===== src/rtl/scan_pkg.sv =====
// scan_pkg: shared state encoding, channel constants and lowest-set-bit helper for the scan sequencer.
package scan_pkg;
    localparam int N_CH = 8;
    localparam int CH_W = $clog2(N_CH);
    typedef enum logic [1:0] {IDLE = 2'd0, ACTIVE = 2'd1, BLANK = 2'd2} state_t;
    function automatic logic [CH_W-1:0] first_set(input logic [N_CH-1:0] m);
        first_set = '0;
        for (int i = N_CH - 1; i >= 0; i--)
            if (m[i]) first_set = CH_W'(i);
    endfunction
endpackage


===== src/rtl/scan_sequencer_if.sv =====
// scan_sequencer_if: control/config inputs and decoder-drive outputs of the scan sequencer.
interface scan_sequencer_if import scan_pkg::*; #(
    parameter int DWELL_W = 8,
    parameter int BLANK_W = 4
);
    logic               start;
    logic               stop;
    logic               cont;
    logic [N_CH-1:0]    mask;
    logic [DWELL_W-1:0] dwell;
    logic [BLANK_W-1:0] blank;
    logic [CH_W-1:0]    sel;
    logic               sel_en;
    logic               busy;
    logic               done;
    logic               sweep_done;
    modport master (
        output start, stop, cont, mask, dwell, blank,
        input  sel, sel_en, busy, done, sweep_done
    );
    modport slave (
        input  start, stop, cont, mask, dwell, blank,
        output sel, sel_en, busy, done, sweep_done
    );
endinterface


===== src/rtl/chan_pick.sv =====
// chan_pick: circular search for the next set mask bit strictly above the current channel.
module chan_pick import scan_pkg::*; (
    input  logic [N_CH-1:0] i_mask,
    input  logic [CH_W-1:0] i_cur,
    output logic [CH_W-1:0] o_next,
    output logic            o_wrap
);
    logic [CH_W-1:0] w_idx;
    // Descending offsets so the nearest set bit above the current one wins.
    always_comb begin
        o_next = i_cur;
        w_idx  = '0;
        for (int i = N_CH - 1; i >= 1; i--) begin
            w_idx = i_cur + CH_W'(i);
            if (i_mask[w_idx]) o_next = w_idx;
        end
        o_wrap = o_next <= i_cur;
    end
endmodule


===== src/rtl/scan_sequencer.sv =====
// scan_sequencer: sweeps enabled channels of a 3-to-8 decoder with per-channel dwell and inter-channel blanking.
module scan_sequencer import scan_pkg::*; #(
    parameter int DWELL_W = 8,
    parameter int BLANK_W = 4
) (
    input logic             clk,
    input logic             rst,
    scan_sequencer_if.slave bus
);
    state_t             r_state;
    logic               r_cont;
    logic [N_CH-1:0]    r_mask;
    logic [DWELL_W-1:0] r_dwell;
    logic [DWELL_W-1:0] r_cnt;
    logic [BLANK_W-1:0] r_blank;
    logic [BLANK_W-1:0] r_bcnt;
    logic [CH_W-1:0]    r_sel;
    logic               r_sel_en;
    logic               r_busy;
    logic               r_done;
    logic               r_sweep_done;
    logic [CH_W-1:0]    w_next;
    logic               w_wrap;
    logic               w_dwell_end;
    logic               w_blank_end;
    chan_pick u_pick (
        .i_mask (r_mask),
        .i_cur  (r_sel),
        .o_next (w_next),
        .o_wrap (w_wrap)
    );
    // A loaded count of 0 or 1 both mean this is the final cycle, so dwell=0 acts as 1.
    assign w_dwell_end = r_cnt <= DWELL_W'(1);
    assign w_blank_end = r_bcnt <= BLANK_W'(1);
    always_ff @(posedge clk) begin
        if (rst) begin
            r_state      <= IDLE;
            r_cont       <= 1'b0;
            r_mask       <= '0;
            r_dwell      <= '0;
            r_cnt        <= '0;
            r_blank      <= '0;
            r_bcnt       <= '0;
            r_sel        <= '0;
            r_sel_en     <= 1'b0;
            r_busy       <= 1'b0;
            r_done       <= 1'b0;
            r_sweep_done <= 1'b0;
        end else begin
            r_done       <= 1'b0;
            r_sweep_done <= 1'b0;
            case (r_state)
                IDLE: begin
                    if (bus.start && !bus.stop && |bus.mask) begin
                        r_cont   <= bus.cont;
                        r_mask   <= bus.mask;
                        r_dwell  <= bus.dwell;
                        r_blank  <= bus.blank;
                        r_cnt    <= bus.dwell;
                        r_sel    <= first_set(bus.mask);
                        r_sel_en <= 1'b1;
                        r_busy   <= 1'b1;
                        r_state  <= ACTIVE;
                    end
                end
                ACTIVE: begin
                    if (bus.stop) begin
                        r_state  <= IDLE;
                        r_sel_en <= 1'b0;
                        r_busy   <= 1'b0;
                    end else if (w_dwell_end) begin
                        r_sweep_done <= w_wrap;
                        if (w_wrap && !r_cont) begin
                            r_state  <= IDLE;
                            r_done   <= 1'b1;
                            r_sel_en <= 1'b0;
                            r_busy   <= 1'b0;
                        end else if (r_blank != '0) begin
                            r_state  <= BLANK;
                            r_sel_en <= 1'b0;
                            r_bcnt   <= r_blank;
                        end else begin
                            r_sel <= w_next;
                            r_cnt <= r_dwell;
                        end
                    end else begin
                        r_cnt <= r_cnt - DWELL_W'(1);
                    end
                end
                BLANK: begin
                    if (bus.stop) begin
                        r_state  <= IDLE;
                        r_busy   <= 1'b0;
                    end else if (w_blank_end) begin
                        r_state  <= ACTIVE;
                        r_sel    <= w_next;
                        r_sel_en <= 1'b1;
                        r_cnt    <= r_dwell;
                    end else begin
                        r_bcnt <= r_bcnt - BLANK_W'(1);
                    end
                end
                default: r_state <= IDLE;
            endcase
        end
    end
    assign bus.sel        = r_sel;
    assign bus.sel_en     = r_sel_en;
    assign bus.busy       = r_busy;
    assign bus.done       = r_done;
    assign bus.sweep_done = r_sweep_done;
endmodule


===== src/flat_wrapper.sv =====
// flat-port wrapper written by rule: the top's interface ports become plain ports
module scan_sequencer_flat import scan_pkg::*;
#(
    parameter int DWELL_W = 8,
    parameter int BLANK_W = 4
)
  (clk, rst, bus_start, bus_stop, bus_cont, bus_mask, bus_dwell, bus_blank, bus_sel, bus_sel_en, bus_busy, bus_done, bus_sweep_done);
  scan_sequencer_if #(.DWELL_W(DWELL_W), .BLANK_W(BLANK_W)) bus_i ();
  input logic clk;
  input logic rst;
  input wire logic [$bits(bus_i.start)-1:0] bus_start;
  input wire logic [$bits(bus_i.stop)-1:0] bus_stop;
  input wire logic [$bits(bus_i.cont)-1:0] bus_cont;
  input wire logic [$bits(bus_i.mask)-1:0] bus_mask;
  input wire logic [$bits(bus_i.dwell)-1:0] bus_dwell;
  input wire logic [$bits(bus_i.blank)-1:0] bus_blank;
  output wire logic [$bits(bus_i.sel)-1:0] bus_sel;
  output wire logic [$bits(bus_i.sel_en)-1:0] bus_sel_en;
  output wire logic [$bits(bus_i.busy)-1:0] bus_busy;
  output wire logic [$bits(bus_i.done)-1:0] bus_done;
  output wire logic [$bits(bus_i.sweep_done)-1:0] bus_sweep_done;
  assign bus_i.start = bus_start;
  assign bus_i.stop = bus_stop;
  assign bus_i.cont = bus_cont;
  assign bus_i.mask = bus_mask;
  assign bus_i.dwell = bus_dwell;
  assign bus_i.blank = bus_blank;
  assign bus_sel = bus_i.sel;
  assign bus_sel_en = bus_i.sel_en;
  assign bus_busy = bus_i.busy;
  assign bus_done = bus_i.done;
  assign bus_sweep_done = bus_i.sweep_done;
  scan_sequencer #(.DWELL_W(DWELL_W), .BLANK_W(BLANK_W)) u_core (.clk(clk), .rst(rst), .bus(bus_i));
endmodule

===== config.mk =====
export PLATFORM = sky130hd
export DESIGN_NAME = scan_sequencer_flat
export DESIGN_NICKNAME = d
export VERILOG_FILES = /design/src/rtl/scan_pkg.sv /design/src/rtl/scan_sequencer_if.sv /design/src/rtl/chan_pick.sv /design/src/rtl/scan_sequencer.sv /design/src/flat_wrapper.sv
export SDC_FILE = /design/constraint.sdc
export NUM_CORES = 1
export LEC_CHECK = 0
export BUFFER_PORTS_ARGS = -buffer_cell sky130_fd_sc_hd__buf_4
export CAP_MARGIN = 20
export CORE_MARGIN = 8
export CORE_UTILIZATION = 55
export CTS_BUF_LIST = sky130_fd_sc_hd__clkbuf_16
export DETAILED_ROUTE_END_ITERATION = 7
export GPL_ROUTABILITY_DRIVEN = 1
export PLACE_DENSITY_LB_ADDON = 0.15
export SYNTH_ARGS = -nofsm -noshare
export SYNTH_HDL_FRONTEND = slang
export SYNTH_SLANG_ARGS = --single-unit

===== constraint.sdc =====
create_clock -name clk -period 14.3 [get_ports clk]
set_clock_uncertainty 0.1 [all_clocks]
set_input_delay 2.86 -clock clk [delete_from_list [all_inputs] [get_ports clk]]
set_output_delay 2.86 -clock clk [all_outputs]
set_load 0.05 [all_outputs]

* After elaboration in Yosys (flattened, before gate mapping)
Index checks and enable logic that the tools add are counted.
** Operators by class
- Equal/unequal tests :: 18
- Bitwise operators :: 2
- Add/subtract/negate cells :: 9
- Muxes and demuxes :: 74
- Order comparisons :: 10
- Reduce and logical (&&, ||, !) cells :: 18
** Operators by type and width (number)
- 3-bit two-way mux :: 22
- 8-bit two-way mux :: 7
- 3-bit by 4-bit < comparator with 1-bit output, second input constant :: 7
- 4-bit two-way mux :: 6
- 8-bit one-hot mux with 3 select lines :: 1
- 1-bit binary-select mux with 3-bit select :: 7
- 1-bit two-way mux :: 19
- 2-bit two-way mux :: 7
- 7-bit AND reduction :: 2
- 3-bit adder, second input constant :: 4
- 2-bit inequality test, second input constant :: 6
- 3-bit by 2-bit inequality test with 1-bit output, second input constant :: 3
- 3-bit one-hot mux with 3 select lines :: 1
- 8-bit by 1-bit less-or-equal comparator with 1-bit output, second input constant :: 1
- 2-bit by 1-bit inequality test with 1-bit output, second input constant :: 4
- 4-bit one-hot mux with 2 select lines :: 1
- 8-bit AND reduction :: 1
- 8-bit OR reduction :: 1
- 8-bit by 1-bit subtractor with 8-bit output, second input constant :: 1
- 3-bit by 2-bit adder with 3-bit output, second input constant :: 2
- 3-bit inequality test, second input constant :: 2
- 1-bit one-hot mux with 3 select lines :: 2
- 2-bit one-hot mux with 3 select lines :: 1
- 6-bit AND reduction :: 1
- 18 further kinds :: 22
** Storage, ports and cells
- Output and inout port bits :: 7
- Flip-flop bits (word level) :: 42
- Bits of input ports :: 25

* Depth between registers and ports, before layout
- Word-level depth :: 16
- Depth in mapped cells :: 21
- Gate-level depth less buffers :: 17

* By module
Synthesis repeated with hierarchy kept, for this count alone.
** Second synthesis, totals
- Cells, all modules :: 385
- Area, all modules :: 3405.8 µm²
** By module, submodules not included
- scan_sequencer :: seq. area each 840.8 µm², cells each 282, area each 2381.0 µm², instances 1
- chan_pick :: seq. area each 0.0 µm², cells each 103, area each 1024.7 µm², instances 1

* Worst setup path after synthesis
Ideal clock, no wire load.
- Path type :: register to register
- Start :: register u_core.r_sel[0] (netlist: u_core.bus.sel[0])
- End :: register u_core.r_sel[1] (netlist: u_core.bus.sel[1])
- Required time :: 14.109 ns
- Buffers on the path :: 3
- Setup slack :: 9.082 ns
- Clock period less this slack :: 5.218 ns
- Cell stages (with the launch flop) :: 21
- Arrival :: 5.027 ns
- Cells stage by stage :: dfxtp_1 -> buf_2 -> inv_1 -> ha_1 -> buf_2 -> buf_2 -> mux4_2 -> mux2i_1 -> nor3_1 -> nor3_1 -> o21ai_0 -> a211oi_1 -> inv_1 -> ha_1 -> nor2b_1 -> o21ai_0 -> a32oi_1 -> o21bai_1 -> a21oi_4 -> mux2_1 -> a311oi_1
** On the way
- Cells in the longest elaborated chain, start to end :: 15
- Elaborated cells between the ends (all ways) :: 39
- Classes of those cells :: add/sub (7); order compare (1); eq/ne (1); mux (28); reduce/logical (2)
** Ends and longest elaborated chain
- start, declared :: line scan_sequencer.sv:17 : logic [CH_W-1:0] r_sel;
- start signal, assigned :: line scan_sequencer.sv:60 : r_sel <= first_set(bus.mask);
- start signal, assigned :: line scan_sequencer.sv:83 : r_sel <= w_next;
- start signal, assigned :: line scan_sequencer.sv:96 : r_sel <= w_next;
- branches (longest 15 deep; another with 3-bit adder)
Several ways; the timed one is not identified. The select of a mux whose other input is x is not followed.
A chain may end at the register's enable or synchronous reset.

* Final worst setup path
- Start :: register u_core.r_sel[1] (netlist: u_core.bus.sel[1])
- End :: register u_core.r_sel[1] (netlist: u_core.bus.sel[1])
Same word-level chain as after synthesis.

==> results.toml <==
[floorplanning]
die-width_um = 91.6
rows = 27
io_pins = 32
die-area_um2 = 8390
coreArea_um2 = 5510
initial_core_util_pct = 57.1
die_h_um = 91.6

[sta]
finalSetupTns_ns = 0
timing.fmax_mhz = 168
rsz0062_at_grt = "false"
hold_viol = 0
setup_violations = 0
post-route-period-util_pct = 41.6
layout_min_cycle_time_ns = 5.95
drv_slew = 0
worst_pin_slew_ns = 0.991
relSlewSlack_pct = 33.9

[synth]
yosysMostFrequentCell = "nor2_1"
synth.net_count = 396
synth_edf_count = 0
netlist_top_cells_area = "dfxtp_1, mux2i_1, mux4_2"
synth_seq_cells = 42
syn_area_per_cell_um2 = 8.78
seq_area_frac_synth_pct = 26.8
yosys_warnings = 0
synth_common_cells = "nor2_1, dfxtp_1, mux2i_1"
synth.top_cell.area_share_pct = 26.8
synthArstFlopShare_pct = 0
yosys_most_used_dff = "dfxtp_1"
yosys.area.top_type = "dfxtp_1"
synthesis.area_um2 = 3140
synth_cell_types = 62
netlist_instances = 358

[setup_path]
r2r-start = "u_core.bus.sel[1]"
crit_fanout = 25
worstSetupPathType = "flip-flop to flip-flop"
start_kind = "flip-flop"
worstPathRequired_ns = 14.40
rrSetupSlack_ns = 8.35
ff2ff_path_depth = 17
r2r_end = "u_core.bus.sel[1]"
worstSetupEndpointType = "flip-flop"
crit_arrival_ns = 6.05

[clock_network]
clkSlewWorstSetupHoldPaths_ns = 0.06
postCtsSetupRepairBufs = 0
cts.sinks = 42
clock_path_buffers = 2
root_buffer = "clkbuf_16"
cts_inserted_buffers = 5
cts-hold-fix-buffers = 0
cts-resized-gates = 0
htreeDepth = 2
cts_tree = "built"
worstSkewPairLatency_ns = 0.29

[routing]
vias = 2787
post-route-drc-count = 0
wl_um = 7690
antenna_left = 0
drt_first_iter_violations = 170
drt-pass1-iter-count = 4
viasPerCell = 6.18
wl_per_cell_um = 17.0

[final_layout]
layout.nets = 416
stdcell_count = 451
drive_gt1_share_pct = 17.9
area_growth_pct = 12.7
diodes = 0

[global_routing]
grt_max_degree = 41
grt-ovfl-total = 0
antenna_found_initial = 0
grt_pass1_vias = 2685
grt_usage_pct = 18.6
grt_pass1_wl_um = 12900

[hold_path]
hold_start = "u_core.r_bcnt[1]"
hold_path_end = "u_core.r_bcnt[1]"
min_path_type = "flip-flop to flip-flop"
min_path_cells = 2

[place]
placement.io_buffers = 31
dpl.cell_count = 443
gp_congestion = 0.878
hpwl_um = 5610

[run_status]
outcome = "complete, no violations"

[pwr]
p_per_area_nw_per_um2 = 192
peakVddDrop_v = 0.000132
p_leak_nw = 1.46

[flow_run]
maxCapViolations = 0
state kept, by name (all words and copies together) (netlist names):
signal                 count
u_core.r_dwell             8
u_core.bus.sweep_done      1
u_core.r_bcnt              4
u_core.r_mask              8
u_core.r_blank             4
u_core.bus.sel             3
u_core.r_cont              1
u_core.bus.busy            1
u_core.r_state             2
u_core.bus.done            1
u_core.bus.sel_en          1
u_core.r_cnt               8
worst max path at each step:
| stage | from | to | slack (ns) | cells past startpoint |
|---|---|---|---|---|
| 2_1_floorplan | u_core.bus.sel[0] | u_core.bus.sel[1] | 9.08 | 20 |
| 3_3_place_gp | u_core.bus.sel[1] | u_core.bus.sel[1] | 8.61 | 17 |
| 3_5_place_dp | u_core.bus.sel[1] | u_core.r_bcnt[0] | 8.41 | 17 |
| 4_1_cts | u_core.bus.sel[1] | u_core.bus.sel[1] | 8.38 | 17 |
| 5_1_grt | u_core.bus.sel[1] | u_core.r_bcnt[0] | 7.86 | 17 |
| 6_report | u_core.bus.sel[1] | u_core.bus.sel[1] | 8.35 | 17 |
metrics by stage:
step | power, W | setup WS, ns | instance area [µm²] | util [%] | hold WS (ns)
after global routing | 0.000731 | 7.86 | 3540 | 64.3 | 0.425
final | 0.000679 | 8.35 | 3540 | 64.3 | 0.377
after floorplan | 0.000481 | 9.08 | 3140 | - | 0.345
after detailed placement | 0.000562 | 8.41 | 3390 | 61.6 | 0.370
after global placement | 0.000553 | 8.61 | 3390 | 61.6 | 0.364
after CTS | 0.000678 | 8.38 | 3540 | 64.3 | 0.378
cell families (layout without fill, tap and decap cells):
family                     Yosys count  in the layout  share of synthesized area (%)
muxes                               54             54                           21.9
adders and majority gates           13             13                           5.18
buffers and inverters               40             61                           5.10
and+or+nand+nor                    110            110                           16.7
AOI/OAI and AO/OA                   89             89                           21.6
xor gates and xnor gates            10             10                           2.79
DFF                                 42             42                           26.8
area by class of cell:
type | instances | area (µm²)
Clock buffer | 5 | 125
Clock inverter | 3 | 25.0
Fill cell | 468 | 1960
Inverter | 21 | 78.8
Multi-Input combinational cell | 276 | 2140
Sequential cell | 42 | 841
Tap cell | 72 | 90.1
Timing Repair Buffer | 32 | 240
placed cells by master (no fill, tap or decap), types with 11 or more instances in the layout:
cell,count
nor2_1,51
dfxtp_1,42
mux2i_1,34
buf_4,32
nand2_1,21
inv_1,20
a21oi_1,17
o21ai_0,17
ha_1,13
mux4_2,11
layer usage:
| layer | routed length (µm) | global-route usage [%] | share of wire, % |
|---|---|---|---|
| met5 | 0 | 0 | 0 |
| met4 | 104 | 7.37 | 1.4 |
| met3 | 385 | 3.87 | 5.0 |
| met2 | 3820 | 30.6 | 50 |
| met1 | 3380 | 23.1 | 44 |
report_power, final:
group          internal (W)  total (W)  switching (W)
Sequential         0.000140   0.000177      0.0000371
Clock             0.0000655   0.000114      0.0000483
Combinational      0.000166   0.000388       0.000222
critical path, stage by stage, from the launching register on:
cell,delay [ns]
dfxtp_1,0.97
inv_1,0.32
ha_1,0.74
mux2_2,0.40
mux4_2,0.49
o31a_1,0.29
o2111ai_1,0.17
a221oi_1,0.07
a211oi_1,0.28
inv_1,0.09
ha_1,0.30
nor2b_1,0.12
o21ai_0,0.08
a32oi_1,0.36
o21bai_1,0.21
a21oi_4,0.28
mux2_1,0.35
a311oi_1,0.23
(Power assumes the default switching activity.)
